===== src/rtl/prog_loader.sv =====
`default_nettype none
// ============================================================================
// Module      : prog_loader
// Description : Byte-stream program loader. Receives a framed byte stream
//               (LEN_HI, LEN_LO, N x 4 data bytes MSB first, CHK) over a
//               valid/ready handshake and writes each big-endian 32-bit word
//               to consecutive CPU load addresses starting at 0. It holds the
//               CPU in reset during the load. If the XOR checksum matches, it
//               releases the CPU.
// Optional    : PROG_LOADER_DATA_SEG_EN - LEN_HI[7] selects the data segment
//               (write_data) instead of the instruction segment.
// Ports       : clk, rst (async, active high)
//               start               - one-cycle pulse, begins a load
//               byte_in/byte_valid  - stream byte and its valid
//               byte_ready          - loader accepts a byte this cycle
//               cpu_rst             - CPU reset, low only after a good load
//               address/inst_data   - CPU load address and word
//               write_instruction   - instruction-memory write strobe
//               write_data          - data-memory write strobe
//               busy/done/error     - load status
// Revision    : 1.0 - initial release
// ============================================================================
module prog_loader #(
    parameter int ADDR_W    = 10,
    parameter int MAX_WORDS = 1024,
    parameter int WR_HOLD   = 2
) (
    input  logic              clk,
    input  logic              rst,
    input  logic              start,
    input  logic [7:0]        byte_in,
    input  logic              byte_valid,
    output logic              byte_ready,
    output logic              cpu_rst,
    output logic [ADDR_W-1:0] address,
    output logic [31:0]       inst_data,
    output logic              write_instruction,
    output logic              write_data,
    output logic              busy,
    output logic              done,
    output logic              error
);

    localparam int LEN_W  = 11;
    localparam int HOLD_W = (WR_HOLD > 1) ? $clog2(WR_HOLD) : 1;

    typedef enum logic [2:0] {
        S_IDLE   = 3'd0,
        S_LEN_HI = 3'd1,
        S_LEN_LO = 3'd2,
        S_DATA   = 3'd3,
        S_WRITE  = 3'd4,
        S_CHECK  = 3'd5,
        S_RUN    = 3'd6,
        S_ERR    = 3'd7
    } state_t;

    state_t              state_q;
    logic [ADDR_W-1:0]   addr_q;
    logic [31:0]         data_q;
    logic [7:0]          chk_q;
    logic [7:0]          hi_q;
    logic [1:0]          byte_cnt_q;
    logic [LEN_W-1:0]    len_q;
    logic [LEN_W-1:0]    word_q;
    logic [HOLD_W-1:0]   hold_q;
    logic                busy_q;
    logic                done_q;
    logic                error_q;
    logic                cpu_rst_q;
    logic                wr_inst_q;
`ifdef PROG_LOADER_DATA_SEG_EN
    logic                wr_data_q;
    logic                seg_q;
`endif

    logic                w_xfer;
    logic [LEN_W-1:0]    w_len;
    logic                w_len_bad;
    logic                w_too_long;
    logic                w_last_word;
    logic                w_hold_end;

    assign byte_ready = (state_q == S_LEN_HI) || (state_q == S_LEN_LO) ||
                        (state_q == S_DATA)   || (state_q == S_CHECK);
    assign w_xfer     = byte_valid && byte_ready;

    // Word count is only complete once LEN_LO is on the bus.
    assign w_len      = {hi_q[2:0], byte_in};
`ifdef PROG_LOADER_DATA_SEG_EN
    assign w_len_bad  = (hi_q[6:3] != 4'd0);
`else
    assign w_len_bad  = (hi_q[7:3] != 5'd0);
`endif
    assign w_too_long  = ({21'd0, w_len} > 32'(MAX_WORDS));
    assign w_last_word = ((word_q + LEN_W'(1)) == len_q);
    assign w_hold_end  = (hold_q == HOLD_W'(WR_HOLD - 1));

    always_ff @(posedge clk or posedge rst) begin
        if (rst) begin
            state_q    <= S_IDLE;
            addr_q     <= '0;
            data_q     <= '0;
            chk_q      <= '0;
            hi_q       <= '0;
            byte_cnt_q <= '0;
            len_q      <= '0;
            word_q     <= '0;
            hold_q     <= '0;
            busy_q     <= 1'b0;
            done_q     <= 1'b0;
            error_q    <= 1'b0;
            cpu_rst_q  <= 1'b1;
            wr_inst_q  <= 1'b0;
`ifdef PROG_LOADER_DATA_SEG_EN
            wr_data_q  <= 1'b0;
            seg_q      <= 1'b0;
`endif
        end else begin
            // Strobes are single-cycle: they are set on entry to WRITE only.
            wr_inst_q <= 1'b0;
`ifdef PROG_LOADER_DATA_SEG_EN
            wr_data_q <= 1'b0;
`endif
            case (state_q)
                S_IDLE, S_RUN, S_ERR: begin
                    if (start) begin
                        state_q    <= S_LEN_HI;
                        done_q     <= 1'b0;
                        error_q    <= 1'b0;
                        addr_q     <= '0;
                        chk_q      <= '0;
                        byte_cnt_q <= '0;
                        word_q     <= '0;
                        busy_q     <= 1'b1;
                        cpu_rst_q  <= 1'b1;
                    end
                end
                S_LEN_HI: begin
                    if (w_xfer) begin
                        hi_q    <= byte_in;
                        chk_q   <= chk_q ^ byte_in;
                        state_q <= S_LEN_LO;
                    end
                end
                S_LEN_LO: begin
                    if (w_xfer) begin
                        chk_q <= chk_q ^ byte_in;
                        len_q <= w_len;
`ifdef PROG_LOADER_DATA_SEG_EN
                        seg_q <= hi_q[7];
`endif
                        if (w_len_bad || w_too_long) begin
                            state_q <= S_ERR;
                            error_q <= 1'b1;
                            busy_q  <= 1'b0;
                        end else if (w_len == '0) begin
                            state_q <= S_CHECK;
                        end else begin
                            state_q    <= S_DATA;
                            byte_cnt_q <= '0;
                        end
                    end
                end
                S_DATA: begin
                    if (w_xfer) begin
                        data_q     <= {data_q[23:0], byte_in};
                        chk_q      <= chk_q ^ byte_in;
                        byte_cnt_q <= byte_cnt_q + 2'd1;
                        if (byte_cnt_q == 2'd3) begin
                            state_q <= S_WRITE;
                            hold_q  <= '0;
`ifdef PROG_LOADER_DATA_SEG_EN
                            if (seg_q) begin
                                wr_data_q <= 1'b1;
                            end else begin
                                wr_inst_q <= 1'b1;
                            end
`else
                            wr_inst_q <= 1'b1;
`endif
                        end
                    end
                end
                S_WRITE: begin
                    // address/inst_data stay frozen for WR_HOLD cycles.
                    if (w_hold_end) begin
                        if (w_last_word) begin
                            state_q <= S_CHECK;
                        end else begin
                            addr_q  <= addr_q + ADDR_W'(1);
                            word_q  <= word_q + LEN_W'(1);
                            state_q <= S_DATA;
                        end
                    end else begin
                        hold_q <= hold_q + HOLD_W'(1);
                    end
                end
                S_CHECK: begin
                    if (w_xfer) begin
                        busy_q <= 1'b0;
                        if (byte_in == chk_q) begin
                            state_q   <= S_RUN;
                            cpu_rst_q <= 1'b0;
                            done_q    <= 1'b1;
                        end else begin
                            state_q <= S_ERR;
                            error_q <= 1'b1;
                        end
                    end
                end
                default: state_q <= S_IDLE;
            endcase
        end
    end

    assign cpu_rst           = cpu_rst_q;
    assign address           = addr_q;
    assign inst_data         = data_q;
    assign write_instruction = wr_inst_q;
`ifdef PROG_LOADER_DATA_SEG_EN
    assign write_data        = wr_data_q;
`else
    assign write_data        = 1'b0;
`endif
    assign busy              = busy_q;
    assign done              = done_q;
    assign error             = error_q;

endmodule
`default_nettype wire

===== config.mk =====
export PLATFORM = sky130hd
export DESIGN_NAME = prog_loader
export DESIGN_NICKNAME = d
export VERILOG_FILES = /design/src/rtl/prog_loader.sv
export SDC_FILE = /design/constraint.sdc
export NUM_CORES = 1
export LEC_CHECK = 0
export ABC_AREA = 1
export CORE_ASPECT_RATIO = 0.9
export CORE_UTILIZATION = 55
export DETAILED_ROUTE_END_ITERATION = 12
export PLACE_DENSITY_LB_ADDON = 0.05
export SYNTH_ARGS = -nofsm -noshare
export SYNTH_HDL_FRONTEND = slang
export SYNTH_SLANG_ARGS = --single-unit

===== constraint.sdc =====
create_clock -name clk -period 3.12 [get_ports clk]
set_input_delay 0.468 -clock clk [delete_from_list [all_inputs] [get_ports clk]]
set_output_delay 0.468 -clock clk [all_outputs]
set_load 0.005 [all_outputs]

==> flow_summary.ini <==
[yosys]
synth_cells = 585
synth.top_cells.by_count = nand2_1 (208), dfrtp_1 (90), inv_1 (48)
ys_ff_latch = 91
synth_cell_types = 29
yosys_warnings = 0
synth.largest_area_cell = dfrtp_1
postSynth.asyncResetShare = 1.00
synth_nets = 600
synth-main-ff-cell = dfrtp_1
synth_edf_count = 0
synth_top_cell_area_share = 0.494
yosysSeqAreaShare = 0.500
yosysMostFrequentCell = nand2_1
synth_area_leaders = dfrtp_1 (49%), nand2_1 (17%), nand3_1 (5.2%)
synth.avg_cell_area_um2 = 7.79
syn_area_um2 = 4560

[grt]
grt_pass1_vias = 3314
grt_max_degree = 92
grt_pass1_wl_mm = 16.2
grt_usage = 0.237
antenna_found_initial = 0
overflow = 0

[floorplanning]
fp.dieW_um = 97.9
start_util = 0.567
top_level_ports = 61
core_area_um2 = 8030
dieArea_um2 = 8650
die_y_um = 88.3
rows = 31

[critical_path]
cp_data_arrival_time_ns = 1.88
cp_max_fo = 5
rrSetupSlack_ns = 0.82
critical_path_class = reg2out
reg2reg_to = word_q[10]
start_kind = flip-flop
crit-reg2reg-launch = word_q[0]
rr_worst_depth = 16
end_kind = output port
worstPathRequired_ns = 2.65

[timing]
setup_tns_ns = 0
fin_crit_sh = 0.753
fin_skew_ns = 0.0114
worst_pin_slew_ns = 0.608
rsz0062_at_grt = false
hold_ws_ns = 0.475
setup_viol = 0
timing.final.max_slew_violations = 0
fmax_mhz = 426
hold_viol = 0
layout_min_cycle_time_ns = 2.35
slew_headroom = 0.594

[run_status]
violations = design-rule violations
status = complete, but fails checks

[min_path]
hp-start = cpu_rst
worstHoldEndpoint = cpu_rst
holdPathStages = 2
min_path_type = reg2reg

[pwr]
seqPwrFrac = 0.405
cell_internal_pwr_uw = 2850
peakVddDrop_mv = 0.582
pwr-share-clk = 0.177
p_per_area_nw_per_um2 = 864
pwr-share-comb = 0.418
p_sw_uw = 1840
leakage_uw = 0.00257
sw_frac_of_total = 0.392

[layout]
final_nets = 655
area_delta_synth_final_pct = 19.1
num_antenna_cells = 0
drive_above_1_share = 0.0775
fin_util = 0.676

[drt]
maxUsedRoutingLayer = met4
m1WireLength_mm = 4.66
vias = 3836
drc = 3
drt-initial-drc-count = 232
vias_per_cell = 5.16
ant_nets = 0
met2RoutedLength_mm = 4.60
wl_per_cell_um = 13.3
totalWireLength_mm = 9.87
firstDrtPassIters = 8
dr_wl_met3_um = 496

[clocking]
ctsHoldBuffers = 0
cts_resized = 0
clock_path_buffers = 2
post-cts-setup-buffer-count = 0
clkLatencyLatePin_ns = 0.36
cts_tree = yes
htree_num_levels = 3
cts_buffers = 9
clock_sinks = 91
clkSlewWorstSetupHoldPaths_ns = 0.09
root_buffer = clkbuf_8

[place]
dpl.hpwl_mm = 6.88
globalplace.congestion = 0.904
port_buffers = 59

[job]
max_cap_violations = 0
[final cells by class]
type                            instances  area, um2
Inverter                               56        211
Fill cell                             685       2600
Tap cell                               99        124
Clock buffer                           10        138
Multi-Input combinational cell        419       1970
Clock inverter                          6       71.3
Timing Repair Buffer                   63        633
Sequential cell                        91       2280
[layout by cell type (no fill, tap or decap), types with 2 or more instances in the layout]
cell type / instances
a21oi_1: 6
buf_4: 3
clkbuf_8: 10
clkdlybuf4s50_1: 59
clkinvlp_4: 2
dfrtp_1: 90
ha_1: 3
inv_1: 47
inv_2: 8
inv_6: 2
nand2_1: 208
nand2_2: 5
nand2_4: 2
nand3_1: 47
nand3_2: 2
nand3b_1: 7
nand4_1: 6
nor2_1: 35
nor2_2: 6
nor2_4: 3
nor3_1: 5
nor3b_1: 2
o21ai_0: 46
o21ai_1: 14
or2_2: 2
xnor2_1: 7
xor2_1: 11
[power groups by stage]
stage | logic, uW | clock network [uW] | registers [uW]
2_1_floorplan | 1250 | 0 | 1880
3_3_place_gp | 1920 | 0 | 1900
3_5_place_dp | 1960 | 0 | 1920
4_1_cts | 1970 | 848 | 1900
5_1_grt | 2220 | 898 | 1950
6_report | 1960 | 830 | 1900
[worst max path at each step]
stage	slack (ns)	start	end
after CTS	0.77	state_q[0]	byte_ready
after global routing	0.56	word_q[0]	word_q[0]
final	0.77	state_q[0]	byte_ready
after detailed placement	0.81	byte_in[2]	done
after floorplan	0.29	rst	address[0]
after global placement	0.78	byte_in[1]	done
[layer usage]
layer / GRT usage / vias to the layer above
li1: - / 1954
met1: 0.325 / 1793
met2: 0.382 / 77
met3: 0.0561 / 12
met4: 0.0579 / 0
met5: 0 / -
[logic make-up after synthesis]
group / after synthesis / share of synthesized area
buffers and inverters: 75 / 0.0673
DFF: 91 / 0.500
other: 1 / 0.000823
and+or+nand+nor: 331 / 0.316
AOI/OAI and AO/OA: 66 / 0.0725
xor gates and xnor gates: 18 / 0.0346
adders and majority gates: 3 / 0.00824
[state kept, by name, summed over array words and instances (netlist names)]
register	cells
state_q	3
hold_q	1
address	10
inst_data	32
write_instruction	1
cpu_rst	1
hi_q	8
error	1
len_q	11
busy	1
done	1
chk_q	8
word_q	11
byte_cnt_q	2
[per-stage QoR]
step	cells	instance area [um2]	worst slack [ns]	power, uW
after floorplan	585	4560	0.290	3130
final	744	5430	0.770	4690
after detailed placement	728	5220	0.807	3880
after global placement	728	5220	0.782	3820
after CTS	744	5430	0.767	4720
after global routing	744	5430	0.557	5070
[worst max-delay path, stage by stage (launching register included)]
cell	delay (ns)
dfrtp_1	0.45
inv_2	0.07
nor2_1	0.31
inv_1	0.11
nand2_1	0.09
clkdlybuf4s50_1	0.50
Note: power is estimated with default switching activity, not from simulation.
